[src/rtl/alu_control.sv]
// Registered MIPS ALU operation decoder: ALUOp + funct -> ALUCtl with an illegal flag.
// Define ALUCTL_SHIFT_EN to decode the SLL/SRL/SRA funct codes; otherwise they are illegal.
module alu_control (
  input  logic       clk,
  input  logic       rst,
  input  logic [1:0] ALUOp,
  input  logic [5:0] funct,
  output logic [3:0] ALUCtl,
  output logic       illegal
);

  localparam logic [3:0] CtlAnd  = 4'b0000;
  localparam logic [3:0] CtlOr   = 4'b0001;
  localparam logic [3:0] CtlAdd  = 4'b0010;
  localparam logic [3:0] CtlXor  = 4'b0011;
  localparam logic [3:0] CtlSub  = 4'b0110;
  localparam logic [3:0] CtlSlt  = 4'b0111;
  localparam logic [3:0] CtlNor  = 4'b1100;
  localparam logic [3:0] CtlSltu = 4'b1111;
`ifdef ALUCTL_SHIFT_EN
  localparam logic [3:0] CtlSll  = 4'b1000;
  localparam logic [3:0] CtlSrl  = 4'b1001;
  localparam logic [3:0] CtlSra  = 4'b1010;
`endif

  logic [3:0] w_ctl;
  logic       w_illegal;
  logic [3:0] r_ctl;
  logic       r_illegal;

  // Unsupported combinations fall back to ADD so the ALU still sees a benign op.
  always_comb begin
    w_ctl     = CtlAdd;
    w_illegal = 1'b0;
    unique case (ALUOp)
      2'b00: w_ctl = CtlAdd;
      2'b01: w_ctl = CtlSub;
      2'b10: begin
        case (funct)
          6'b100000, 6'b100001: w_ctl = CtlAdd;
          6'b100010, 6'b100011: w_ctl = CtlSub;
          6'b100100:            w_ctl = CtlAnd;
          6'b100101:            w_ctl = CtlOr;
          6'b100110:            w_ctl = CtlXor;
          6'b100111:            w_ctl = CtlNor;
          6'b101010:            w_ctl = CtlSlt;
          6'b101011:            w_ctl = CtlSltu;
`ifdef ALUCTL_SHIFT_EN
          6'b000000:            w_ctl = CtlSll;
          6'b000010:            w_ctl = CtlSrl;
          6'b000011:            w_ctl = CtlSra;
`endif
          default: begin
            w_ctl     = CtlAdd;
            w_illegal = 1'b1;
          end
        endcase
      end
      default: begin
        w_ctl     = CtlAdd;
        w_illegal = 1'b1;
      end
    endcase
  end

  always_ff @(posedge clk) begin
    if (rst) begin
      r_ctl     <= CtlAdd;
      r_illegal <= 1'b0;
    end else begin
      r_ctl     <= w_ctl;
      r_illegal <= w_illegal;
    end
  end

  assign ALUCtl  = r_ctl;
  assign illegal = r_illegal;

endmodule

[config.mk]
export PLATFORM = sky130hd
export DESIGN_NAME = alu_control
export DESIGN_NICKNAME = d
export VERILOG_FILES = /design/src/rtl/alu_control.sv
export SDC_FILE = /design/constraint.sdc
export NUM_CORES = 1
export LEC_CHECK = 0
export CAP_MARGIN = 10
export CORE_AREA = 2 2 39 41
export DETAILED_ROUTE_END_ITERATION = 7
export DIE_AREA = 0 0 41 43
export GPL_ROUTABILITY_DRIVEN = 0
export MAX_ROUTING_LAYER = met4
export PLACE_DENSITY_LB_ADDON = 0.25
export SYNTH_ARGS = -nofsm -noshare
export SYNTH_HDL_FRONTEND = slang
export SYNTH_SLANG_ARGS = --single-unit
[constraint.sdc]
create_clock -name clk -period 2.3 [get_ports clk]
set_input_delay 0.69 -clock clk [delete_from_list [all_inputs] [get_ports clk]]
set_output_delay 0.69 -clock clk [all_outputs]
set_load 0.01 [all_outputs]
==> summary.txt, run 1 <==
Worst setup path
  – WS Path Type: input pin to flop
  – CP max FO: 3
  – CP Data Required Time: 2430 ps
  – Crit path capture type: flop
  – Startpoint types: input pin
  – Crit path DAT: about 1900 ps

Timing
  – Tcrit/Tclk final: 0.789
  – Final hold vios: 0
  – Fmax: 551 MHz
  – Final WS setup: 485 ps
  – Slew Limit Fails: 0
  – Setup_tns: 0 ps
  – Fin Hold WS: 1060 ps
  – Post-layout minimum cycle time: 1820 ps
  – Headroom to the max-slew limit: 0.852
  – RSZ-0062 raised after global routing: no
  – Least-Margin Pin Slew: 221 ps
  – Final setup violation count: 0

Finish
  – Share of layout cells above drive strength 1: 0.100
  – Multi-input combinational cell area: 185 sq um
  – Finished Core Util: 0.349
  – Area Overhead vs Synth: 62.9%
  – Post-route insts no fill: 66
  – Nets: 64
  – Fillers: approximately 150
  – Ant diodes: 0
  – Register area: 100 sq um

Clock tree
  – Post CTS Setup Buffer Count: 0
  – Cts-stage hold buffer count: 0
  – CTS Root Cell: clkbuf_4
  – Post_cts resized: 0
  – CTS Buf Count: 3
  – Clock Pin Slew Worst Setup and Hold Paths: 40 ps
  – CTS tree: built
  – Total clock sinks: 5
  – Longest Clk Path Bufs: 2
  – # H-tree levels: 1

Logic synthesis
  – Post-Syn Area per Cell: 9.27 sq um
  – Number of synthesized register bits: 5
  – Post-synth top area share: 0.338
  – Most frequent cell after synthesis: dfxtp_1
  – Post-synthesis sequential area ratio: 0.338
  – Post-synth top area cell: dfxtp_1
  – Mapped cell area: 297 sq um
  – Synthesized instance count: 32
  – Yosys warning total: 0
  – Post-synth EDFFs: 0
  – Post-synthesis net count: 45
  – Area contributors post-synth: dfxtp_1 (34%), ha_1 (13%), nand2b_1 (6.3%)
  – Top FF cell, synth: dfxtp_1
  – Async set-reset flop share out of synthesis: 0
  – Top cells by count, synth: dfxtp_1 (5), ha_1 (3), inv_1 (3), nand2b_1 (3), nor2_1 (3)
  – Distinct cells, synth: 18

GRT
  – Remaining global-route overflow: 0
  – First-pass GRT wire length: 986 um
  – Initial antenna violation count: 0
  – Gr usage total: 0.0865
  – Number of global-route vias before repair: 248
  – Largest net degree at the start of global routing: 7

Power
  – Worst vdd ir: between 0.3 and 0.4 mV
  – Static leakage: 0.196 nW
  – PwrDens: 495 nW/um^2

Place
  – Count of input and output buffers: 14
  – Dpl hpwl: between 500 and 600 um
  – Pre-CTS WS: 218 ps
  – Placed cells: 62

Routing
  – DRT Wirelength: around 610 um
  – Detail Route Antenna Nets: 0
  – # DRC: 0
  – Routed vias: 281
  – Pre-antenna DRT Iters: 1
  – DRT iter0 DRCs: 0
  – Routed length per instance: 9.24 um
  – Vias per std cell: 4.26

Floorplan
  – Die Area: 1760 sq um
  – Io pins: 15
  – Core area: around 1400 sq um
  – Initial core utilization: 0.214
  – Row count: 14
  – Chip width: just over 40 um
  – Die height: approximately 43 um

Run status
  – Status: completed

Flow run
  – Number of max-cap violations: 0

Worst hold path
  – Hold Path Class: input pin to flop
[cell type report]
type | instances | share of cell area
Sequential cell | 5 | 0.207
Inverter | 3 | 0.0233
Tap cell | 16 | 0.0415
Clock buffer | 4 | 0.0544
Multi-Input combinational cell | 24 | 0.383
Timing Repair Buffer | 14 | 0.290
[registers in the layout (all words and copies together) (netlist names)]
name     cells
illegal      1
ALUCtl       4
[kinds of logic (layout without fill, tap and decap cells)]
logic type      Yosys count  in the layout  synth area share
simple gates             14             14             0.321
compound gates            7              7             0.177
flops                     5              5             0.338
buf+inv                   3             21            0.0380
fa+ha+maj                 3              3             0.127
[routing by layer]
metal,up-vias,global-route usage,part of all wire
met5,-,-,0
met3,0,0.0681,0.13
met2,12,0.106,0.45
met4,0,0.0200,0
met1,122,0.110,0.42
li1,147,-,-
[power by group]
group | leakage [nW] | switching (mW) | internal, mW | total (mW)
Combinational | 0.140 | 0.0190 | 0.0300 | 0.0489
Clock | 0.0150 | 0.0334 | 0.0654 | 0.0988
Sequential | 0.0409 | 0.000795 | 0.0904 | 0.0912
[stage by stage]
stage          instance area [sq um]  total power [mW]
5_1_grt                          483             0.255
3_5_place_dp                     457             0.142
3_3_place_gp                     457             0.142
6_report                         483             0.239
4_1_cts                          483             0.245
2_1_floorplan                    297             0.112
[worst paths after layout]
path,from,to,depth (start not counted)
worst max-delay path,ALUOp[0],ALUCtl[2],6
worst min-delay path,rst,illegal,2
[worst max-delay path, stage by stage]
cell and delay [ps]:
clkdlybuf4s50_1 480, inv_1 60, ha_1 300, nand2b_1 100
nor2_1 70, a32o_1 240
[placed cells by master, fill, tap and decap left out, drive strengths merged]
master         Yosys  routed
a211o              1       1
o2111a             1       1
a21boi             1       1
clkdlybuf4s50      0      14
dfxtp              5       5
ha                 3       3
clkbuf             0       4
o21ai              2       2
a21oi              1       1
nand4b             1       1
nor3b              1       1
nand2b             3       3
nor2b              2       2
and2b              1       1
nand3b             2       2
nor3               1       1
nor2               3       3
inv                3       3
a32o               1       1
No activity file was read; power rests on OpenSTA's default activity.
==> inputs of run 2 (changes only) <==
==> constraint.sdc (replaced) <==
create_clock -name clk -period 1.9 [get_ports clk]
set_input_delay 0.57 -clock clk [delete_from_list [all_inputs] [get_ports clk]]
set_output_delay 0.57 -clock clk [all_outputs]
set_load 0.01 [all_outputs]
==> run 2 against run 1 <==
Sequential power up 21%. Count of clock-buffer cells in the layout unchanged. Routed wire length up 7.0%. Global-route usage up 0.81 points. Sequential share of layout area down 0.92 points. Largest power group unchanged. Worst hold slack worse by 120 ps. Setup slack worse by 250 ps. Final area up 4.7%. Via count up 2.1%. Final cell count up 4.5%. Critical path depth unchanged.
==> summary.txt, run 2 (same netlist as run 1, synthesis figures left out) <==
Run status
  – Status: completed

Floorplan
  – Die height: 43 um
  – Io pins: 15
  – Row count: 14
  – Initial core utilization: 0.214
  – Core area: 1380 sq um
  – Chip width: 41 um
  – Die Area: 1760 sq um

Timing
  – Final WS setup: 238 ps
  – RSZ-0062 raised after global routing: no
  – Fin Hold WS: 941 ps
  – Tcrit/Tclk final: 0.875
  – Post-layout minimum cycle time: 1660 ps
  – Final hold vios: 0
  – Slew Limit Fails: 0
  – Headroom to the max-slew limit: 0.850
  – Final setup violation count: 0
  – Fmax: 602 MHz
  – Least-Margin Pin Slew: 225 ps

Clock tree
  – CTS tree: built
  – Post CTS Setup Buffer Count: 0
  – CTS Buf Count: 3
  – Clock Pin Slew Worst Setup and Hold Paths: roughly 50 ps
  – Total clock sinks: 5
  – Post_cts resized: 0
  – # H-tree levels: 1
  – Longest Clk Path Bufs: 2
  – CTS Root Cell: clkbuf_4
  – Cts-stage hold buffer count: 0

GRT
  – GRT busiest layer: met2
  – Global Route met1 Usage: 0.109
  – First-pass GRT wire length: approximately 1000 um
  – Remaining global-route overflow: 0
  – Grt met2 use: 0.116
  – Initial antenna violation count: 0
  – Largest net degree at the start of global routing: 7
  – Number of global-route vias before repair: 269
  – Routing usage on met3: 0.0785
  – Gr usage total: 0.0947

Place
  – Count of input and output buffers: 14
  – Pre-CTS WS: -27.9 ps
  – Placed cell areas: between 400 and 500 sq um
  – Dpl hpwl: 507 um
  – Placed cells: 65

Finish
  – Commonest non-fill, non-tap cell in the layout: clkdlybuf4s50_1
  – Commonest non-fill, non-tap cells in the layout: clkdlybuf4s50_1 (14), dfxtp_1 (5)
  – Fillers: ~150
  – Ant diodes: 0
  – Nets: 67
  – Area Overhead vs Synth: 70.5%
  – Post-route insts no fill: 69
  – Design area: 505 sq um
  – Share of layout cells above drive strength 1: 0.151
  – Largest register FFs: 4

Power
  – Static leakage: 0.211 nW
  – Tot Pwr: roughly 300 uW
  – Worst vdd ir: 0.374 mV
  – PwrDens: about 590 nW/um^2

Routing
  – DRT Wirelength: 653 um
  – Routed vias: 287
  – Pre-antenna DRT Iters: 2
  – Vias per std cell: about 4.2
  – Routed length per instance: between 9 and 10 um
  – # DRC: 0
  – Detail Route Antenna Nets: 0
  – DRT iter0 DRCs: 7

Flow run
  – Number of max-cap violations: 0

Worst setup path
  – CP Data Required Time: 2040 ps
  – Crit path capture type: flop
  – Critical-path top delay cell: clkdlybuf4s50_1
  – Crit-path cells: clkdlybuf4s50_1, inv_1, ha_1, nand2b_1, nor2_1, a32o_1
  – CP max FO: 3
  – WS Path Type: input pin to flop
  – Crit path largest cell delay: 470 ps
  – Crit path DAT: 1800 ps
  – Startpoint types: input pin

Worst hold path
  – Hold Path Class: input pin to flop
-- run 2: cell types whose count changed in the layout (fill, tap and decap cells not counted), sizes merged --
cell / previous run / this run
buf: 0 / 3
-- run 2: routing by layer --
layer  vias to the layer above  routed length [um]  share of wire
met5                         -                   0              0
met4                         0                   0              0
met3                         0                  67           0.10
met2                        12                 286           0.44
met1                       122                 300           0.46
li1                        153                   -              -
-- run 2: path summary, 6_finish.rpt --
check  depth (start not counted)  startpoint         to  slack, ps
max                            6    ALUOp[0]  ALUCtl[2]        240
min                            2         rst    illegal        940
-- run 2: critical path: cells and delay by family --
kind	cells	cell delay, ps
buffers and inverters	2	530
AND/OR/NAND/NOR	2	160
AO/OA/AOI/OAI	1	240
adder cells (fa/ha/maj)	1	300
-- run 2: area by class of cell --
type                            count  area, sq um  share of cell area
Tap cell                           16         20.0              0.0396
Inverter                            3         11.3              0.0223
Clock buffer                        4         26.3              0.0520
Sequential cell                     5          100               0.198
Timing Repair Buffer               17          163               0.322
Multi-Input combinational cell     24          185               0.366
-- run 2: per-stage QoR --
stage          TNS (ps)   util
4_1_cts               0  0.365
5_1_grt               0  0.365
3_5_place_dp      -28.6  0.346
3_3_place_gp      -28.7  0.346
2_1_floorplan         0      -
6_report              0  0.365
-- run 2: power breakdown --
part           total, mW  internal [mW]  switching, mW  leakage (nW)
logic             0.0636         0.0399         0.0238         0.155
registers          0.110          0.109       0.000986        0.0409
clock network      0.125         0.0795         0.0452        0.0150
total              0.299          0.229         0.0700         0.211
